===== config.mk =====
export PLATFORM = sky130hd
export DESIGN_NAME = mmio_arb
export DESIGN_NICKNAME = d
export VERILOG_FILES = /design/src/rtl/mmio_arb.sv
export SDC_FILE = /design/constraint.sdc
export NUM_CORES = 1
export LEC_CHECK = 0
export ABC_AREA = 1
export CAP_MARGIN = 5
export CORE_MARGIN = 1.5
export CORE_UTILIZATION = 38
export DETAILED_ROUTE_END_ITERATION = 6
export PLACE_DENSITY = 0.81
export SETUP_SLACK_MARGIN = 0.2
export SLEW_MARGIN = 5
export SYNTH_ARGS = -nofsm -noshare
export SYNTH_HDL_FRONTEND = slang
export SYNTH_SLANG_ARGS = --single-unit
export TNS_END_PERCENT = 10

===== constraint.sdc =====
create_clock -name clk -period 1.25 [get_ports clk]
set_clock_uncertainty 0.05 [all_clocks]
set_input_delay 0.1875 -clock clk [delete_from_list [all_inputs] [get_ports clk]]
set_output_delay 0.1875 -clock clk [all_outputs]
set_load 0.01 [all_outputs]

===== src/rtl/mmio_arb.sv =====
// Round-robin arbiter sharing ctrlr's byte-wide MMIO port among N_REQ requesters, grant locked for a 2-byte frame.
// Optional macro MMIO_ARB_TIMEOUT_EN: finish an abandoned frame with a dummy 8'h00 byte after TIMEOUT cycles in WAIT2.
module mmio_arb #(
   parameter int N_REQ   = 2,
   parameter int TIMEOUT = 16
) (
   input  logic               clk,
   input  logic               rst,
   input  logic [N_REQ-1:0]   req_valid,
   input  logic [8*N_REQ-1:0] req_byte,
   output logic [N_REQ-1:0]   req_ready,
   output logic [N_REQ-1:0]   rsp_valid,
   output logic [7:0]         rsp_byte,
   output logic               busy,
   output logic [1:0]         owner,
   output logic               timeout_err,
   output logic               new_data,
   output logic [7:0]         din,
   input  logic [7:0]         dout
);

   // Handshake: a requester holds req_valid/req_byte until it sees its 1-cycle req_ready pulse;
   // rsp_valid is a 1-cycle pulse with no back-pressure.
   typedef enum logic [1:0] {IDLE, ISSUE, CAPT, WAIT2} state_t;

   state_t           state;
   logic [1:0]       rr_ptr;
   logic             byte_idx;

   logic [3:0]       valid4;
   logic [31:0]      bytes4;
   logic [2:0]       cand;
   logic             grant_found;
   logic [1:0]       grant_idx;
   logic [N_REQ-1:0] grant_sel;
   logic [N_REQ-1:0] owner_sel;
   logic [7:0]       grant_byte;
   logic [7:0]       owner_byte;
   logic [1:0]       next_ptr;

   assign busy = (state != IDLE);

   // Lanes padded to 4 so a 2-bit index is always in range.
   always_comb begin
      valid4 = 4'(req_valid);
      bytes4 = 32'(req_byte);
   end

   always_comb begin
      grant_found = 1'b0;
      grant_idx   = rr_ptr;
      cand        = 3'd0;
      for (int k = 0; k < N_REQ; k++) begin
         cand = {1'b0, rr_ptr} + 3'(k);
         if (cand >= 3'(N_REQ)) cand = cand - 3'(N_REQ);
         if (!grant_found && valid4[cand[1:0]]) begin
            grant_found = 1'b1;
            grant_idx   = cand[1:0];
         end
      end
   end

   always_comb begin
      grant_sel = '0;
      owner_sel = '0;
      for (int i = 0; i < N_REQ; i++) begin
         grant_sel[i] = (grant_idx == 2'(i));
         owner_sel[i] = (owner == 2'(i));
      end
   end

   always_comb begin
      grant_byte = bytes4[{grant_idx, 3'b000} +: 8];
      owner_byte = bytes4[{owner, 3'b000} +: 8];
      next_ptr   = (owner == 2'(N_REQ - 1)) ? 2'd0 : owner + 2'd1;
   end

`ifdef MMIO_ARB_TIMEOUT_EN
   logic [7:0] wait_cnt;
   logic       dummy;
`endif

   always_ff @(posedge clk) begin
      if (rst) begin
         state     <= IDLE;
         rr_ptr    <= 2'd0;
         byte_idx  <= 1'b0;
         new_data  <= 1'b0;
         din       <= 8'h00;
         req_ready <= '0;
         rsp_valid <= '0;
         rsp_byte  <= 8'h00;
         owner     <= 2'd0;
`ifdef MMIO_ARB_TIMEOUT_EN
         timeout_err <= 1'b0;
         wait_cnt    <= 8'd0;
         dummy       <= 1'b0;
`endif
      end else begin
         new_data  <= 1'b0;
         req_ready <= '0;
         rsp_valid <= '0;
`ifdef MMIO_ARB_TIMEOUT_EN
         timeout_err <= 1'b0;
`endif
         case (state)
            IDLE: begin
               if (grant_found) begin
                  din       <= grant_byte;
                  new_data  <= 1'b1;
                  req_ready <= grant_sel;
                  owner     <= grant_idx;
                  byte_idx  <= 1'b0;
                  state     <= ISSUE;
`ifdef MMIO_ARB_TIMEOUT_EN
                  dummy     <= 1'b0;
`endif
               end
            end
            ISSUE: state <= CAPT;
            CAPT: begin
`ifdef MMIO_ARB_TIMEOUT_EN
               if (dummy) begin
                  timeout_err <= 1'b1;
               end else begin
                  rsp_byte  <= dout;
                  rsp_valid <= owner_sel;
               end
               wait_cnt <= 8'd0;
`else
               rsp_byte  <= dout;
               rsp_valid <= owner_sel;
`endif
               if (byte_idx) begin
                  state  <= IDLE;
                  rr_ptr <= next_ptr;
               end else begin
                  state  <= WAIT2;
               end
            end
            WAIT2: begin
               // Only the owner may supply the second byte; others stay pending.
               if (valid4[owner]) begin
                  din       <= owner_byte;
                  new_data  <= 1'b1;
                  req_ready <= owner_sel;
                  byte_idx  <= 1'b1;
                  state     <= ISSUE;
               end
`ifdef MMIO_ARB_TIMEOUT_EN
               else if (wait_cnt == 8'(TIMEOUT - 1)) begin
                  din      <= 8'h00;
                  new_data <= 1'b1;
                  byte_idx <= 1'b1;
                  dummy    <= 1'b1;
                  state    <= ISSUE;
               end else begin
                  wait_cnt <= wait_cnt + 8'd1;
               end
`endif
            end
            default: state <= IDLE;
         endcase
      end
   end

`ifndef MMIO_ARB_TIMEOUT_EN
   assign timeout_err = 1'b0;
`endif

endmodule

Word-level counts from Yosys, hierarchy flattened --
Index checks and enable logic that the tools add are counted.
Storage, ports and cells: output and inout port bits 25, register bits 28, input port bits 28, logic and storage cells 69
Operators by class: multiplexer cells 29, add/subtract/negate cells 4, shift-type cells 2, equality and inequality tests 7, reductions and logical operators 12, bitwise gates (word level) 1, order comparisons 5
Operator list (number):
- $shiftx A32 B6 Y8 | 2
- $mux W2 | 10
- $mux W8 | 2
- $pmux W8 S2 | 1
- $lt A2 B3 Y1 const B | 3
- $mux W1 | 9
- $pmux W2 S4 | 1
- $bmux W1 S2 | 3
- $eq A2 B1 Y1 const B | 3
- $logic_not A2 Y1 | 3
- $reduce_and A2 Y1 | 3
- $eq A2 B2 Y1 const B | 2
- $ne A2 B2 Y1 const B | 2
- $pmux W1 S2 | 2
- $pmux W2 S2 | 1
- $reduce_bool A2 Y1 | 2
- $sub A2 B2 Y2 const B | 2
- $add A2 B1 Y3 const B | 1
- $ge A3 B2 Y1 const B | 1
- $reduce_and A3 Y1 | 1
- $add A2 B1 Y2 const B | 1
- $ge A2 B2 Y1 const B | 1
- $reduce_or A2 Y1 | 1
- $logic_and A1 B1 Y1 | 1
- 2 further kinds | 2

Longest topological paths before layout --
Gate-level depths: netlist of the first run.
word-level depth 11, gate-level depth with buffers 9, mapped depth without buffers 9

Least setup slack after synthesis of the first run --
No wires, ideal clock.
path kind flip-flop to flip-flop, start reg state[0], end reg byte_idx, path slack -104 ps, clock period less this slack 1354 ps, cell stages (with the launch flop) 8, setup time 116 ps, arrival time 1188 ps, cell sequence dfxtp_1 inv_1 ha_1 inv_1 nand3_2 buf_6 o21ai_1 a21oi_1
Between the ends: cells in the longest elaborated chain, start to end 3, elaborated cells between the ends (all ways) 7, classes of those cells eq/ne: 3; mux: 1; reduce/logical: 3
RTL lines:
- start, declared | RTL line 26 | state_t state;
- start signal, assigned | RTL line 85 | state <= IDLE;
- start signal, assigned | RTL line 114 | state <= ISSUE;
- start signal, assigned | RTL line 120 | ISSUE: state <= CAPT;
- $eq A2 B2 Y1 / $logic_not A2 Y1 (equally long branches) | RTL line 106 | case (state)
- $ne A2 B2 Y1 (no source line) / $reduce_bool A2 Y1 (equally long branches)
- $reduce_and A3 Y1 (no source line)
- end signal, assigned | RTL line 87 | byte_idx <= 1'b0;
- end signal, assigned | RTL line 113 | byte_idx <= 1'b0;
- end signal, assigned | RTL line 147 | byte_idx <= 1'b1;
- end, declared | RTL line 28 | logic byte_idx;
Several ways; a longest one is shown, not always the timed one. A chain may end at the register's enable or synchronous reset.

Worst setup path in the final report of the first run --
start in req_valid[0], end reg din[0]
Between the ends: cells in the longest elaborated chain, start to end 9, elaborated cells between the ends (all ways) 18, classes of those cells eq/ne: 2; shift: 1; mux: 12; reduce/logical: 3
RTL lines:
- start, declared | RTL line 9 | input logic [N_REQ-1:0] req_valid,
- $bmux W1 S2 | RTL line 56 | if (!grant_found && valid4[cand[1:0]]) begin
- $mux W1 (implied by the code) | RTL line 56
- $mux W1 | RTL line 56
- $logic_not A1 Y1 | RTL line 56
- $logic_and A1 B1 Y1 | RTL line 56
- $mux W2 | RTL line 56
- $shiftx A32 B6 Y8 | RTL line 73 | grant_byte = bytes4[{grant_idx, 3'b000} +: 8];
- $mux W8 | RTL line 108 | if (grant_found) begin
- $pmux W8 S2 | RTL line 106
- end signal, assigned | RTL line 109 | din <= grant_byte;
- end signal, assigned | RTL line 144 | din <= owner_byte;
- end, declared | RTL line 18 | output logic [7:0] din,
Several ways; a longest one is shown, not always the timed one. The select of a mux whose other input is x is not followed.

==> impl_metrics.json, run 1 <==
{
  "remaining_drc_errors": 0,
  "via_count_of_the_first_global_routing_pass": 1310,
  "yosysSeqAreaShare_pct": 43.7,
  "overflow": 0,
  "hold_path.class": "in2reg",
  "cap_violations": 0,
  "cp-end-kind": "flip-flop",
  "width_of_the_die_um": 61.1,
  "p_leak_nw": 0.968,
  "cts_root_buffer": "sky130_fd_sc_hd__clkbuf_4",
  "synthesis.instances": 174,
  "critPathMaxFanout": 8,
  "routabilityCongestion": 0.897,
  "fmaxAchievable_ghz": 0.687,
  "dpl_ws_ns": -0.451,
  "track_usage_pct": 21.0,
  "synth-seq-cells": 28,
  "initial_utilization_pct": 41.0,
  "drt-pass1-iter-count": 4,
  "num_vias": 1425,
  "mostFrequentLayoutCells": "sky130_fd_sc_hd__nand2_1, sky130_fd_sc_hd__clkdlybuf4s50_1, sky130_fd_sc_hd__buf_4",
  "port_buffers": 51,
  "final_antenna_net_count": 0,
  "final_max_slew_viol_count": 0,
  "clock_latency_ns": 0.34,
  "core_area_um2": 3130,
  "final.min_clock_period_ns": 1.46,
  "power_per_cell_area_nw_per_um2": 1760,
  "ys_types": 27,
  "yosys_warnings": 0,
  "grt_setup_unrepaired": "true",
  "cts.sinks": 28,
  "finalSetupViolations": 18,
  "critical_path_required_ns": 1.47,
  "period_share_pct": 116,
  "drive_above_1_share_pct": 44.0,
  "synth.cell_area_um2": 1280,
  "grt_start_max_net_pins": 15,
  "failed_checks": "setup timing",
  "cts_buffers": 3,
  "via_per_inst": 4.85,
  "run_status": "finished, violations left",
  "dr.first_iter.drc_count": 65,
  "fp-row-count": 20,
  "htreeDepth": 1,
  "dominantRegCellSynth": "sky130_fd_sc_hd__dfxtp_1",
  "dp.final_hpwl_mm": 2.59,
  "antenna-diode-count": 0,
  "hold_viol_final": 0,
  "vdd.ir_drop.worst_mv": 1.01,
  "crit_path_arrival_time_ns": 1.68,
  "syn_nets": 206,
  "synthesis.area_per_instance_um2": 7.38,
  "fp.dieArea_um2": 3740,
  "worst_setup_path_start_kind": "primary input",
  "route.final.wire_length_mm": 3.83,
  "dieHeight_um": 61.1,
  "post-route-worst-setup-slack_ns": -0.206,
  "synth_async_reset_ratio_pct": 0,
  "synth-edff-count": 0,
  "ctsLongestPathBuffers": 2,
  "clock_pin_transition_on_the_worst_setup_and_hold_timing_paths_ns": 0.15,
  "routedWlPerCell_um": 13.0,
  "layout_commonest_cell": "sky130_fd_sc_hd__nand2_1",
  "layout-area-overhead-vs-synth_pct": 74.1,
  "layout.filler_cells": 231,
  "num-nets-final": 284,
  "initial_antenna_violation_count": 0,
  "cts_tree": "yes",
  "first_pass_grt_wire_length_mm": 5.91,
  "io_pins": 53,
  "path_class": "in2reg",
  "finalPower_w": 0.00394
}
## state kept, by name, summed over array words and instances (netlist names)
signal / count
din: 8
req_ready: 2
new_data: 1
rsp_byte: 8
state: 2
rsp_valid: 2
owner: 2
rr_ptr: 2
byte_idx: 1
## cell usage after synthesis (2+ instances only)
| library cell | count | area share, % |
|---|---|---|
| sky130_fd_sc_hd__ha_1 | 4 | 3.9 |
| sky130_fd_sc_hd__inv_1 | 13 | 3.8 |
| sky130_fd_sc_hd__nor4_1 | 2 | 0.97 |
| sky130_fd_sc_hd__inv_2 | 3 | 0.88 |
| sky130_fd_sc_hd__nor2_1 | 20 | 5.8 |
| sky130_fd_sc_hd__nand2_1 | 38 | 11 |
| sky130_fd_sc_hd__nand3_1 | 18 | 7.0 |
| sky130_fd_sc_hd__a21oi_2 | 3 | 2.0 |
| sky130_fd_sc_hd__o21ai_0 | 11 | 4.3 |
| sky130_fd_sc_hd__clkbuf_1 | 3 | 0.88 |
| sky130_fd_sc_hd__a21oi_1 | 13 | 5.1 |
| sky130_fd_sc_hd__nand3_2 | 4 | 3.1 |
| sky130_fd_sc_hd__dfxtp_1 | 28 | 44 |
## cells by family after synthesis
group | after synthesis | synth area share [%]
adder cells (fa/ha/maj) | 4 | 3.90
AO/OA/AOI/OAI | 32 | 14.0
flip-flops | 28 | 43.7
other | 1 | 0.292
AND/OR/NAND/NOR | 87 | 30.8
buffers and inverters | 22 | 7.31
## cell type report
type | count | area [um^2] | share of cell area, %
Inverter | 16 | 62.6 | 2.80
Multi-Input combinational cell | 124 | 764 | 34.2
Timing Repair Buffer | 79 | 748 | 33.5
Sequential cell | 28 | 582 | 26.0
Clock buffer | 3 | 22.5 | 1.01
Tap cell | 44 | 55.1 | 2.46
## metrics by stage
step           util [%]  cell area, um^2  TNS, ns  std cells  hold WS, ns
2_1_floorplan         -             1340        0        174        0.209
3_3_place_gp       64.9             2030    -4.98        286        0.400
6_report           71.4             2230    -1.74        294        0.363
4_1_cts            69.2             2170    -1.07        294        0.359
3_5_place_dp       64.9             2030    -5.57        286        0.401
5_1_grt            71.4             2230    -3.07        294        0.372
## critical path, cell delays in order
cell and delay (ns):
sky130_fd_sc_hd__clkdlybuf4s50_1 0.56, sky130_fd_sc_hd__nand2_1 0.15, sky130_fd_sc_hd__nand2_1 0.16, sky130_fd_sc_hd__nand2_1 0.11, sky130_fd_sc_hd__nand2_2 0.16, sky130_fd_sc_hd__nand3_1 0.09
sky130_fd_sc_hd__nand2_1 0.08, sky130_fd_sc_hd__nand2_2 0.06, sky130_fd_sc_hd__a21oi_2 0.12
## repair_timing
item | CTS | global route
hold buffers | 0 | 0
setup buffers | 5 | 0
pin swaps | 10 | 3
endpoints found under the setup margin | 51 | 52
gates resized for setup | 134 | 20
endpoints found under the hold margin | 0 | 0
## final timing paths
path	slack, ns	cells past startpoint	start	end
worst max-delay path	-0.21	9	req_valid[0]	din[0]
worst min-delay path	0.36	3	dout[6]	rsp_byte[6]
worst max register to register	-0.16	7	state[0]	din[2]
worst min register to register	0.43	2	din[4]	din[4]
## power breakdown
part           switching [W]  total [W]  internal (W)
logic                0.00110    0.00226       0.00116
clock network       0.000259   0.000373      0.000114
registers           0.000156    0.00131       0.00116
total                0.00151    0.00394       0.00243
## layer usage
| metal | GRT usage [%] | share of wire [%] |
|---|---|---|
| met1 | 27.9 | 43 |
| met2 | 35.0 | 52 |
| met3 | 4.41 | 4.1 |
| met4 | 4.97 | 0.50 |
| met5 | 0 | 0 |
Power figures use the tool's default switching activity.
==> run 2, diff against run 1 <==
--- a/config.mk
+++ b/config.mk
@@ -11,7 +11,9 @@
 export CORE_UTILIZATION = 38
 export DETAILED_ROUTE_END_ITERATION = 6
 export PLACE_DENSITY = 0.81
+export RECOVER_POWER = 50
 export SETUP_SLACK_MARGIN = 0.2
+export SKIP_CTS_REPAIR_TIMING = 1
 export SLEW_MARGIN = 5
 export SYNTH_ARGS = -nofsm -noshare
 export SYNTH_HDL_FRONTEND = slang
==> impl_metrics.json, run 2 (synthesized netlist as in run 1, its figures left out) <==
{
  "post-route-worst-setup-slack_ns": -0.208,
  "fin_hold_ws_ns": 0.369,
  "clock_latency_ns": 0.33,
  "period_share_pct": 117,
  "layout-area-overhead-vs-synth_pct": 69.7,
  "track_usage_pct": 18.8,
  "htreeDepth": 1,
  "final_max_slew_viol_count": 0,
  "multiInputGateArea_um2": 766,
  "dp.final_hpwl_mm": 2.59,
  "dieHeight_um": 61.1,
  "power_per_cell_area_nw_per_um2": 1810,
  "cap_violations": 0,
  "final.min_clock_period_ns": 1.46,
  "via_per_inst": 4.91,
  "p_leak_nw": 1.02,
  "num-nets-final": 284,
  "hold_viol_final": 0,
  "failed_checks": "setup timing",
  "crit_path_arrival_time_ns": 1.68,
  "cts.sinks": 28,
  "critical_path_required_ns": 1.47,
  "fp-row-count": 20,
  "worst_setup_path_start_kind": "flip-flop",
  "overflow": 0,
  "io_pins": 53,
  "total_switching_power_w": 0.00152,
  "drive_above_1_share_pct": 38.4,
  "p_int_w": 0.00243,
  "critPathMaxFanout": 8,
  "grt_setup_unrepaired": "true",
  "dr.first_iter.drc_count": 70,
  "routedWlPerCell_um": 12.3,
  "fmaxAchievable_ghz": 0.686,
  "first_pass_grt_wire_length_mm": 5.35,
  "remaining_drc_errors": 0,
  "cts_tree": "yes",
  "layout.filler_cells": 250,
  "finalSetupTns_ns": -2.07,
  "route.final.wire_length_mm": 3.61,
  "antenna-diode-count": 0,
  "final_util_pct": 69.6,
  "cts_root_buffer": "sky130_fd_sc_hd__clkbuf_4",
  "fp.dieArea_um2": 3740,
  "core_area_um2": 3130,
  "via_count_of_the_first_global_routing_pass": 1216,
  "port_buffers": 51,
  "finalSetupViolations": 16,
  "clock_pin_transition_on_the_worst_setup_and_hold_timing_paths_ns": 0.14,
  "power.share.clock_pct": 9.2,
  "switching_share_pct": 38.4,
  "final-seq-area_um2": 576,
  "largest_registers": "din (8), rsp_byte (8)",
  "initial_antenna_violation_count": 0,
  "width_of_the_die_um": 61.1,
  "path_class": "reg2reg",
  "run_status": "finished, violations left",
  "grt_start_max_net_pins": 15,
  "vdd.ir_drop.worst_mv": 1.10,
  "final_antenna_net_count": 0,
  "mostFrequentLayoutCells": "sky130_fd_sc_hd__nand2_1, sky130_fd_sc_hd__clkdlybuf4s50_1, sky130_fd_sc_hd__buf_4",
  "p_comb_share_pct": 57.7,
  "routabilityCongestion": 0.897,
  "ctsLongestPathBuffers": 2,
  "cp-end-kind": "flip-flop",
  "cts_buffers": 3,
  "initial_utilization_pct": 41.0,
  "power_frac_seq_pct": 33.0,
  "layout_commonest_cell": "sky130_fd_sc_hd__nand2_1",
  "hold_path.class": "in2reg",
  "num_vias": 1443,
  "drt-pass1-iter-count": 4
}
[run 2: cell types whose count changed in the layout (fill, tap and decap cells not counted), moves of 2 or more]
cell	previous run	this run
sky130_fd_sc_hd__o21ai_1	9	6
sky130_fd_sc_hd__clkbuf_1	0	2
sky130_fd_sc_hd__a21oi_1	8	10
sky130_fd_sc_hd__buf_6	19	13
sky130_fd_sc_hd__inv_2	8	6
sky130_fd_sc_hd__clkdlybuf4s15_2	7	0
sky130_fd_sc_hd__dfxtp_1	13	20
sky130_fd_sc_hd__a21oi_2	8	6
sky130_fd_sc_hd__dlymetal6s2s_1	0	4
sky130_fd_sc_hd__clkbuf_2	0	10
sky130_fd_sc_hd__o21ai_0	1	4
sky130_fd_sc_hd__dfxtp_2	14	6
sky130_fd_sc_hd__buf_2	4	1
[run 2: metrics by stage]
stage | cell area (um^2) | total power [W] | std cells | worst slack, ns
after floorplan | 1340 | 0.00229 | 174 | 0.0421
after global placement | 2030 | 0.00320 | 286 | -0.393
after detailed placement | 2030 | 0.00322 | 286 | -0.451
after CTS | 2050 | 0.00360 | 289 | -0.528
after global routing | 2180 | 0.00424 | 294 | -0.274
final | 2180 | 0.00395 | 294 | -0.208
[run 2: power groups by stage]
stage          Combinational (W)  Sequential [W]  Clock, W
2_1_floorplan           0.000924         0.00137         0
3_3_place_gp             0.00192         0.00128         0
3_5_place_dp             0.00193         0.00129         0
4_1_cts                  0.00194         0.00127  0.000385
5_1_grt                  0.00247         0.00134  0.000434
6_report                 0.00228         0.00131  0.000365
[run 2: final timing paths]
| kind | start | slack, ns | end | depth (start not counted) |
|---|---|---|---|---|
| max | state[0] | -0.21 | din[1] | 7 |
| min | dout[6] | 0.37 | rsp_byte[6] | 3 |
| max reg2reg | state[0] | -0.21 | din[1] | 7 |
| min reg2reg | din[6] | 0.43 | din[6] | 2 |
[run 2: metal layers]
layer	part of all wire (%)	GRT usage, %	up-vias
met3	3.8	3.78	2
li1	-	-	729
met1	45	26.4	682
met4	0.39	4.97	0
met5	0	0	-
met2	51	29.6	30
[run 2: layout make-up]
cell class                 count  share of cell area, %
clock buffer                   3                   1.03
inverter                      16                   2.99
multi-input combinational    124                   35.2
sequential                    28                   26.4
tap                           44                   2.53
timing repair buffer          79                   31.9
[run 2: worst max-delay path, stage by stage, from the launching register on]
cell	delay (ns)
sky130_fd_sc_hd__dfxtp_2	0.38
sky130_fd_sc_hd__inv_2	0.06
sky130_fd_sc_hd__ha_4	0.17
sky130_fd_sc_hd__nand4_1	0.14
sky130_fd_sc_hd__nand3_4	0.11
sky130_fd_sc_hd__nor2_4	0.24
sky130_fd_sc_hd__nand2_1	0.11
sky130_fd_sc_hd__a21oi_2	0.12
==> run 3, diff against run 2 <==
--- a/config.mk
+++ b/config.mk
@@ -10,6 +10,7 @@
 export CORE_MARGIN = 1.5
 export CORE_UTILIZATION = 38
 export DETAILED_ROUTE_END_ITERATION = 6
+export MAX_ROUTING_LAYER = met4
 export PLACE_DENSITY = 0.81
 export RECOVER_POWER = 50
 export SETUP_SLACK_MARGIN = 0.2
==> impl_metrics.json, run 3 (synthesized netlist as in run 1, its figures left out) <==
{
  "cts_tree": "yes",
  "via_per_inst": 5.08,
  "fp-row-count": 20,
  "io_pins": 53,
  "initial_utilization_pct": 41.0,
  "antenna-diode-count": 0,
  "dp.final_hpwl_mm": 2.95,
  "finalSetupViolations": 20,
  "first_pass_grt_wire_length_mm": 5.93,
  "fmaxAchievable_ghz": 0.690,
  "p_leak_nw": 1.09,
  "final.min_clock_period_ns": 1.45,
  "cts_buffers": 3,
  "dr.first_iter.drc_count": 87,
  "cap_violations": 0,
  "hold_viol_final": 0,
  "route.final.wire_length_mm": 4.39,
  "initial_antenna_violation_count": 0,
  "cp-end-kind": "flip-flop",
  "dpl_ws_ns": -0.439,
  "failed_checks": "setup timing",
  "placedCellCount": 287,
  "routabilityCongestion": 0.875,
  "critical_path_required_ns": 1.45,
  "remaining_drc_errors": 0,
  "track_usage_pct": 21.9,
  "ctsLongestPathBuffers": 2,
  "core_area_um2": 3130,
  "worst_setup_path_start_kind": "flip-flop",
  "final_util_pct": 72.2,
  "power_per_cell_area_nw_per_um2": 1870,
  "port_buffers": 51,
  "instance_area_at_placement_um2": 2040,
  "via_count_of_the_first_global_routing_pass": 1317,
  "mostFrequentLayoutCells": "sky130_fd_sc_hd__nand2_1, sky130_fd_sc_hd__clkdlybuf4s50_1, sky130_fd_sc_hd__buf_4",
  "period_share_pct": 116,
  "clock_pin_transition_on_the_worst_setup_and_hold_timing_paths_ns": 0.16,
  "width_of_the_die_um": 61.1,
  "drt-pass1-iter-count": 4,
  "stdcell_count": 297,
  "htreeDepth": 1,
  "clock_latency_ns": 0.34,
  "largest_registers": "din (8), rsp_byte (8)",
  "cts.sinks": 28,
  "path_class": "reg2reg",
  "post-route-worst-setup-slack_ns": -0.199,
  "cts_root_buffer": "sky130_fd_sc_hd__clkbuf_4",
  "vdd.ir_drop.worst_mv": 0.935,
  "grt_start_max_net_pins": 17,
  "num-nets-final": 286,
  "routedWlPerCell_um": 14.8,
  "design_area_um2": 2260,
  "hold_path.class": "in2reg",
  "layout.filler_cells": 233,
  "drive_above_1_share_pct": 39.9,
  "run_status": "finished, violations left",
  "crit_path_arrival_time_ns": 1.64,
  "final_antenna_net_count": 0,
  "critPathMaxFanout": 6,
  "layout-area-overhead-vs-synth_pct": 75.8,
  "final_max_slew_viol_count": 0,
  "fp.dieArea_um2": 3740,
  "overflow": 0,
  "dieHeight_um": 61.1,
  "finalSetupTns_ns": -2.11,
  "grt_setup_unrepaired": "true",
  "num_vias": 1508
}
==> run 3: final cells by class <==
class	instances	area [um^2]	share of cell area, %
multi-input combinational	124	807	35.8
sequential	28	573	25.4
timing repair buffer	81	707	31.3
clock buffer	3	22.5	0.998
tap	44	55.1	2.44
inverter	16	62.6	2.77
clock inverter	1	30.0	1.33
==> run 3: metal layers <==
layer  track usage, %  share of wire [%]  up-vias  wire [um]
li1                 -                  -      733          -
met2             36.0                 53       53       2310
met4             7.45                1.7        0         74
met5                -                  0        -          0
met3             4.41                5.3        6        234
met1             26.7                 40      716       1770
==> run 3: final timing paths <==
kind                                     to  slack, ns     start  cells past startpoint
worst max-delay path                 din[0]      -0.20  state[1]                      8
worst max register to register       din[0]      -0.20  state[1]                      8
worst min-delay path            rsp_byte[3]       0.37   dout[3]                      3
worst min register to register       din[0]       0.43    din[0]                      2
==> run 3: where the power goes <==
part | internal (W) | total [W] | switching [W]
registers | 0.00115 | 0.00131 | 0.000159
logic | 0.00113 | 0.00232 | 0.00119
clock network | 0.000324 | 0.000602 | 0.000278
total | 0.00260 | 0.00423 | 0.00163
==> run 3: metrics by stage <==
stage | total power [W] | hold WS, ns
after detailed placement | 0.00324 | 0.403
after global routing | 0.00447 | 0.368
after global placement | 0.00318 | 0.402
after floorplan | 0.00229 | 0.209
final | 0.00423 | 0.371
after CTS | 0.00383 | 0.366
==> run 3: worst max-delay path: stages, from the launching register on <==
cell,delay [ns]
sky130_fd_sc_hd__dfxtp_2,0.36
sky130_fd_sc_hd__buf_6,0.12
sky130_fd_sc_hd__ha_4,0.19
sky130_fd_sc_hd__buf_6,0.13
sky130_fd_sc_hd__nor3_4,0.20
sky130_fd_sc_hd__nor2_4,0.06
sky130_fd_sc_hd__buf_4,0.14
sky130_fd_sc_hd__nand2_4,0.06
sky130_fd_sc_hd__a21oi_2,0.05
